===== src/rtl/spi_slave_sync.sv =====
`default_nettype none
// ============================================================================
//  Module      : spi_slave_sync
//  Description : SPI mode-0 slave running in the system clock domain.
//                Oversamples sclk/ss/mosi through 2-FF synchronisers, shifts
//                MSB-first, one-entry tx buffer with valid/ready handshake,
//                one-cycle rx_valid pulse per completed word, multi-word bursts.
//  Revision    : 1.0 - initial release
// ============================================================================
module spi_slave_sync #(
    parameter int                    DATA_WIDTH = 8,
    parameter logic [DATA_WIDTH-1:0] DEFAULT_TX = 8'hFF
) (
    input  logic                  clk,
    input  logic                  rst,
    input  logic                  sclk,
    input  logic                  ss,
    input  logic                  mosi,
    output logic                  miso,
    input  logic [DATA_WIDTH-1:0] tx_data,
    input  logic                  tx_valid,
    output logic                  tx_ready,
    output logic [DATA_WIDTH-1:0] rx_data,
    output logic                  rx_valid,
    output logic                  busy,
    output logic                  tx_underrun,
    output logic                  frame_err
);

    localparam int                 c_CNT_W    = $clog2(DATA_WIDTH + 1);
    localparam logic [c_CNT_W-1:0] c_CNT_LAST = c_CNT_W'(DATA_WIDTH - 1);
    localparam logic [c_CNT_W-1:0] c_CNT_FULL = c_CNT_W'(DATA_WIDTH);

    typedef enum logic [0:0] {
        ST_IDLE  = 1'b0,
        ST_SHIFT = 1'b1
    } state_t;

    state_t r_state;
    state_t w_next_state;

    // Synchroniser and edge-detect flops
    logic r_sclk_m, r_sclk_s, r_sclk_d;
    logic r_ss_m,   r_ss_s,   r_ss_d;
    logic r_mosi_m, r_mosi_s;

    // Datapath registers
    logic [DATA_WIDTH-1:0] r_tx_buf;
    logic                  r_buf_full;
    logic [DATA_WIDTH-1:0] r_tx_shift;
    logic [DATA_WIDTH-2:0] r_rx_shift;
    logic [c_CNT_W-1:0]    r_bit_cnt;
    logic [DATA_WIDTH-1:0] r_rx_data;
    logic                  r_rx_valid;
    logic                  r_tx_underrun;
    logic                  r_frame_err;

    // Decoded edges and per-cycle control strobes
    logic w_sclk_rise, w_sclk_fall, w_ss_fall, w_ss_rise;
    logic w_word_start, w_bit_rise, w_last_rise, w_bit_fall, w_frame_end, w_abort;
    logic w_tx_write;

    assign w_sclk_rise = r_sclk_s & ~r_sclk_d;
    assign w_sclk_fall = ~r_sclk_s & r_sclk_d;
    assign w_ss_fall   = ~r_ss_s & r_ss_d;
    assign w_ss_rise   = r_ss_s & ~r_ss_d;

    // Buffer can accept a word only when empty and out of reset
    assign tx_ready   = rst & ~r_buf_full;
    assign w_tx_write = tx_valid & tx_ready;

    assign miso        = r_tx_shift[DATA_WIDTH-1];
    assign rx_data     = r_rx_data;
    assign rx_valid    = r_rx_valid;
    assign busy        = (r_state == ST_SHIFT);
    assign tx_underrun = r_tx_underrun;
    assign frame_err   = r_frame_err;

    // Bring the asynchronous SPI pins into the clk domain; ss idles high
    always_ff @(posedge clk) begin
        if (!rst) begin
            r_sclk_m <= 1'b0;
            r_sclk_s <= 1'b0;
            r_sclk_d <= 1'b0;
            r_ss_m   <= 1'b1;
            r_ss_s   <= 1'b1;
            r_ss_d   <= 1'b1;
            r_mosi_m <= 1'b0;
            r_mosi_s <= 1'b0;
        end else begin
            r_sclk_m <= sclk;
            r_sclk_s <= r_sclk_m;
            r_sclk_d <= r_sclk_s;
            r_ss_m   <= ss;
            r_ss_s   <= r_ss_m;
            r_ss_d   <= r_ss_s;
            r_mosi_m <= mosi;
            r_mosi_s <= r_mosi_m;
        end
    end

    // State register
    always_ff @(posedge clk) begin
        if (!rst) begin
            r_state <= ST_IDLE;
        end else begin
            r_state <= w_next_state;
        end
    end

    // Next-state and strobe decode; an ss rise outranks any same-cycle sclk edge
    always_comb begin
        w_next_state = r_state;
        w_word_start = 1'b0;
        w_bit_rise   = 1'b0;
        w_last_rise  = 1'b0;
        w_bit_fall   = 1'b0;
        w_frame_end  = 1'b0;
        w_abort      = 1'b0;
        case (r_state)
            ST_IDLE: begin
                if (w_ss_fall) begin
                    w_next_state = ST_SHIFT;
                    w_word_start = 1'b1;
                end
            end
            ST_SHIFT: begin
                if (w_ss_rise) begin
                    w_next_state = ST_IDLE;
                    w_frame_end  = 1'b1;
                    w_abort      = (r_bit_cnt != '0) && (r_bit_cnt < c_CNT_FULL);
                end else if (w_sclk_rise) begin
                    w_bit_rise  = (r_bit_cnt < c_CNT_FULL);
                    w_last_rise = (r_bit_cnt == c_CNT_LAST);
                end else if (w_sclk_fall) begin
                    if (r_bit_cnt == c_CNT_FULL) begin
                        w_word_start = 1'b1;
                    end else begin
                        w_bit_fall = 1'b1;
                    end
                end
            end
            default: begin
                w_next_state = ST_IDLE;
            end
        endcase
    end

    // Datapath: tx buffer, shift registers, bit counter and status pulses
    always_ff @(posedge clk) begin
        if (!rst) begin
            r_tx_buf      <= '0;
            r_buf_full    <= 1'b0;
            r_tx_shift    <= '0;
            r_rx_shift    <= '0;
            r_bit_cnt     <= '0;
            r_rx_data     <= '0;
            r_rx_valid    <= 1'b0;
            r_tx_underrun <= 1'b0;
            r_frame_err   <= 1'b0;
        end else begin
            r_rx_valid    <= 1'b0;
            r_tx_underrun <= 1'b0;
            r_frame_err   <= 1'b0;

            // Write only into an empty buffer; a load never coincides with it
            if (w_tx_write) begin
                r_tx_buf   <= tx_data;
                r_buf_full <= 1'b1;
            end

            if (w_word_start) begin
                r_bit_cnt  <= '0;
                r_rx_shift <= '0;
                if (r_buf_full) begin
                    r_tx_shift <= r_tx_buf;
                    r_buf_full <= 1'b0;
                end else begin
                    r_tx_shift    <= DEFAULT_TX;
                    r_tx_underrun <= 1'b1;
                end
            end

            if (w_bit_rise) begin
                r_rx_shift <= {r_rx_shift[DATA_WIDTH-3:0], r_mosi_s};
                r_bit_cnt  <= r_bit_cnt + 1'b1;
                if (w_last_rise) begin
                    r_rx_data  <= {r_rx_shift, r_mosi_s};
                    r_rx_valid <= 1'b1;
                end
            end

            if (w_bit_fall) begin
                r_tx_shift <= {r_tx_shift[DATA_WIDTH-2:0], 1'b0};
            end

            // Leaving the frame: release miso, drop any partial word
            if (w_frame_end) begin
                r_tx_shift  <= '0;
                r_rx_shift  <= '0;
                r_bit_cnt   <= '0;
                r_frame_err <= w_abort;
            end
        end
    end

endmodule
`default_nettype wire


===== config.mk =====
export PLATFORM = sky130hd
export DESIGN_NAME = spi_slave_sync
export DESIGN_NICKNAME = d
export VERILOG_FILES = /design/src/rtl/spi_slave_sync.sv
export SDC_FILE = /design/constraint.sdc
export NUM_CORES = 1
export LEC_CHECK = 0
export BUFFER_PORTS_ARGS = -buffer_cell sky130_fd_sc_hd__buf_4
export CAP_MARGIN = 20
export CELL_PAD_IN_SITES_DETAIL_PLACEMENT = 1
export CELL_PAD_IN_SITES_GLOBAL_PLACEMENT = 1
export CORE_UTILIZATION = 45
export DETAILED_ROUTE_END_ITERATION = 7
export PLACE_DENSITY = 0.86
export SYNTH_ARGS = -nofsm -noshare
export SYNTH_HDL_FRONTEND = slang
export SYNTH_SLANG_ARGS = --single-unit

===== constraint.sdc =====
create_clock -name clk -period 2.5 [get_ports clk]
set_input_delay 0.5 -clock clk [delete_from_list [all_inputs] [get_ports clk]]
set_output_delay 0.5 -clock clk [all_outputs]
set_load 0.1 [all_outputs]

* Word-level counts from Yosys, hierarchy flattened *
Index checks and enable logic that the tools add are counted.

word-level totals
  register bits after elaboration = 48
  logic and storage cells = 79
  output and inout port bits = 14

operators by class
  $lt $le $gt $ge = 1
  mux-type cells = 33
  reduce and logical (&&, ||, !) cells = 10
  $add $sub $neg = 1
  bitwise gates (word level) = 13
  eq/ne operators = 2

operators with widths
  cell                                                              number
  1-bit 2-to-1 mux                                                  24
  8-bit 2-to-1 mux                                                  3
  7-bit 2-to-1 mux                                                  2
  4-bit 2-to-1 mux                                                  2
  1-bit inverter                                                    7
  1-bit bitwise AND                                                 6
  2-bit AND reduction                                               3
  4-bit by 1-bit adder with 4-bit output (second input constant)    1
  4-bit by 3-bit == test with 1-bit output (second input constant)  1
  4-bit == test (second input constant)                             1
  4-bit < comparator (second input constant)                        1
  1-bit one-hot mux with 2 select lines                             2
  4-bit AND reduction                                               1
  2-bit nonzero test                                                2
  4-bit nonzero test                                                1
  3-bit OR reduction                                                1
  2-bit OR reduction                                                1
  1-bit logical AND                                                 1

* Depth between registers and ports, before layout *
  depth in word-level cells = 8
  depth in mapped cells = 7
  gate-level depth less buffers = 6

* Worst setup path before layout *
No wires, ideal clock.

  path type = input to output
  start point = input port rst
  end point = output port tx_ready
  path buffers = 1
  arrival time = 2.005 ns
  path slack = -0.005 ns
  stages = 3
  cells stage by stage = inv_1 clkbuf_1 nor2_1

between the ends
  longest elaborated chain between the ends = 1

ends and longest elaborated chain
  element             line  RTL
  start: declaration  15    input logic rst,
  1-bit bitwise AND   69    assign tx_ready = rst & ~r_buf_full;
  end: declaration    22    output logic tx_ready,

Every way passes these cells.

* Final worst setup path *
  start point = register r_state, in the netlist busy
  end point = output port busy

RTL lines
  element                   line  RTL
  start: declaration        39    state_t r_state;
  start signal: assignment  107   r_state <= w_next_state;
  end: declaration          25    output logic busy,

No word-level cell between the ends.

==> results.yml <==
pwr:
  switching_share_pct: 25.4
  p_leak_nw: 0.926
  powerDensity_nw_per_um2: 628
  vdd_ir_drop_max_uv: 346
  comb_power_share_pct: 9.2
  p_int_mw: 1.02
  p_sw_uw: 348
  p_clk_share_pct: 32.2
  total_power_mw: 1.37
  seqPwrFrac_pct: 58.7
finish:
  diodes: 0
  area_delta_synth_final_pct: 16.9
  drive_above_1_share_pct: 17.3
  final_nets: 247
  design_area_um2: 2180
placed_design:
  io_buffers: 27
  dpl_cell_area_um2: 2100
  place_hpwl_mm: 2.63
  gp_congestion: 0.748
route:
  postRouteAntennaNets: 0
  wire_per_inst_um: 13.7
  vias_per_cell: 5.26
  drc: 0
  drtPass1Iterations: 4
  route.vias.total: 1479
  wirelength_mm: 3.85
  first_iter_violations: 61
setup_path:
  cp_max_fo: 13
  r2r_cells: 5
  reg2reg_slack_ns: 0.72
  crit-reg2reg-launch: "busy"
  required_ns: 2.00
  crit-reg2reg-capture: "r_bit_cnt[2]"
  critical_path_class: "reg -> out"
  crit_chain: "buf_4"
  end_kind: "output pin"
  crit_path_top_delay_cell: "dfxtp_1"
  path_buf_inv: 1
  cp_data_arrival_time_ns: 1.29
  crit_family: "flip-flops"
  cp_slowest_stage_delay_ns: 0.60
  critPathLaunchType: "register"
timing:
  finalSetupTns_ns: 0
  rsz0062_at_grt: "false"
  max_slew_margin_pct: 58.6
  final_max_slew_viol_count: 0
  min_period_ns: 1.79
  hold_violations: 0
  max_freq_mhz: 559
  setup_viol: 0
  final.setup_skew_ns: 0.00447
  tightest_slew_ns: 0.619
  post-route-period-util_pct: 71.6
synth:
  syn-num-nets: 222
  synthesis.area_um2: 1870
  synth_top_area_share_pct: 51.4
  avgSynthCellArea_um2: 9.07
  yosys_warnings: 0
  synthCells: 206
  synth_largest_area_cell: "dfxtp_1"
  ys_types: 34
  synth-seq-cells: 48
  netlist_top_cells_area: "dfxtp_1, nand2_1, a21oi_1, mux2i_1, nor2_1"
  ys_seq_area_share_pct: 51.4
clock_network:
  htree_num_levels: 2
  clkLatencyLatePin_ns: 0.30
  cts_buffers: 5
  postCtsHoldBufs: 0
  clk_pin_slew_ns: 0.08
  clock-sinks: 48
  cts.path.max_buffers: 2
  post_cts_buffers: 0
  tritoncts: "yes"
  cts_root_buf: "clkbuf_8"
  cts-resized-gates: 0
grt:
  grt_use_total_pct: 20.3
  grt_pass1_vias: 1391
  antenna_found_initial: 0
  grt_first_pass_wirelength_mm: 6.56
  gr-total-overflow: 0
  grt_max_degree: 22
floorplanning:
  die_h_um: 66.5
  die_x_um: 66.5
  dieArea_um2: 4420
  io_pins: 28
  start_util_pct: 46.7
  rows: 23
  fp.coreArea_um2: 4000
hold_path:
  hp-class: "in -> reg"
  holdPathEnd: "r_ss_m"
  hold_depth: 2
  min_from: "ss"
run_status:
  status: "complete, no violations"
flow_run:
  drv_cap: 0
[kinds of logic after synthesis]
group / count (synthesis) / synth area share [%]
adder cells (fa/ha/maj): 2 / 1.34
buffers and inverters: 16 / 3.81
AO/OA/AOI/OAI: 48 / 15.9
multiplexers: 9 / 4.89
AND/OR/NAND/NOR: 83 / 22.7
flip-flops: 48 / 51.4
[worst max path at each step]
stage	depth (start not counted)	end	startpoint	slack [ns]
finish	1	busy	busy	0.71
global route	5	r_bit_cnt[2]	busy	0.59
CTS	1	busy	busy	0.71
detailed placement	5	r_bit_cnt[2]	busy	0.75
global placement	5	r_bit_cnt[2]	busy	0.80
floorplan	5	r_bit_cnt[2]	busy	0.35
[power groups by stage]
stage	Clock [mW]	Combinational (mW)	Sequential [mW]
6_report	0.441	0.126	0.805
5_1_grt	0.490	0.139	0.810
4_1_cts	0.454	0.127	0.805
3_5_place_dp	0	0.126	0.823
3_3_place_gp	0	0.123	0.822
2_1_floorplan	0	0.0807	0.830
[per-layer routing]
| layer | global-route usage [%] | wire length (µm) | vias to the layer above |
|---|---|---|---|
| met4 | 7.98 | 64 | 0 |
| met3 | 6.51 | 136 | 8 |
| met5 | 0 | 0 | - |
| met2 | 31.3 | 1770 | 27 |
| met1 | 26.4 | 1870 | 686 |
| li1 | - | - | 758 |
[sequential cells by signal (all words and copies together) (netlist names), 4 cells and up]
register and cells:
r_bit_cnt 4, r_rx_shift 7, r_tx_buf 8, r_tx_shift 8
rx_data 8
[placed cells by master, fill, tap and decap left out, drive strengths merged, types with 2 or more instances in the layout]
master / count
mux2i: 8
nand2: 27
o22ai: 7
and2: 6
a21oi: 17
nand4: 3
clkbuf: 5
nor2: 19
ha: 2
nor3b: 2
nand2b: 5
inv: 4
nor2b: 10
a22o: 8
dfxtp: 48
and4: 2
nand3: 3
buf: 30
o21ai: 11
[cell type report]
cell class / instances / area [µm²]
Timing Repair Buffer: 30 / 225
Sequential cell: 48 / 961
Clock inverter: 2 / 12.5
Multi-Input combinational cell: 142 / 840
Clock buffer: 5 / 68.8
Fill cell: 478 / 1820
Inverter: 4 / 15.0
Tap cell: 50 / 62.6
[per-stage QoR]
step | hold WS (ns) | worst slack [ns] | cells | util (%)
global route | 0.373 | 0.593 | 281 | 54.6
CTS | 0.370 | 0.707 | 281 | 54.6
finish | 0.378 | 0.711 | 281 | 54.6
floorplan | 0.386 | 0.346 | 206 | -
detailed placement | 0.420 | 0.747 | 274 | 52.6
global placement | 0.390 | 0.797 | 274 | 52.6
[cells in the mapped netlist]
master / count
nand3_1: 3
nand3b_1: 1
nor3b_1: 1
inv_1: 4
and2b_1: 1
nand4_1: 3
and2_1: 6
nand2b_1: 5
ha_1: 2
o21ai_0: 11
or2b_1: 1
mux2i_1: 8
a22o_1: 8
a2111oi_0: 1
nor3_1: 1
dfxtp_1: 48
nor3b_4: 1
o22ai_1: 7
and3_1: 1
a221o_1: 1
nor2b_1: 10
nand2_1: 27
o32ai_1: 1
buf_6: 1
buf_1: 1
and4_1: 2
clkbuf_1: 7
a31oi_1: 1
a41oi_1: 1
and3b_1: 1
nor2_1: 19
buf_2: 3
a21oi_1: 17
mux2_2: 1
Power figures use the tool's default switching activity.
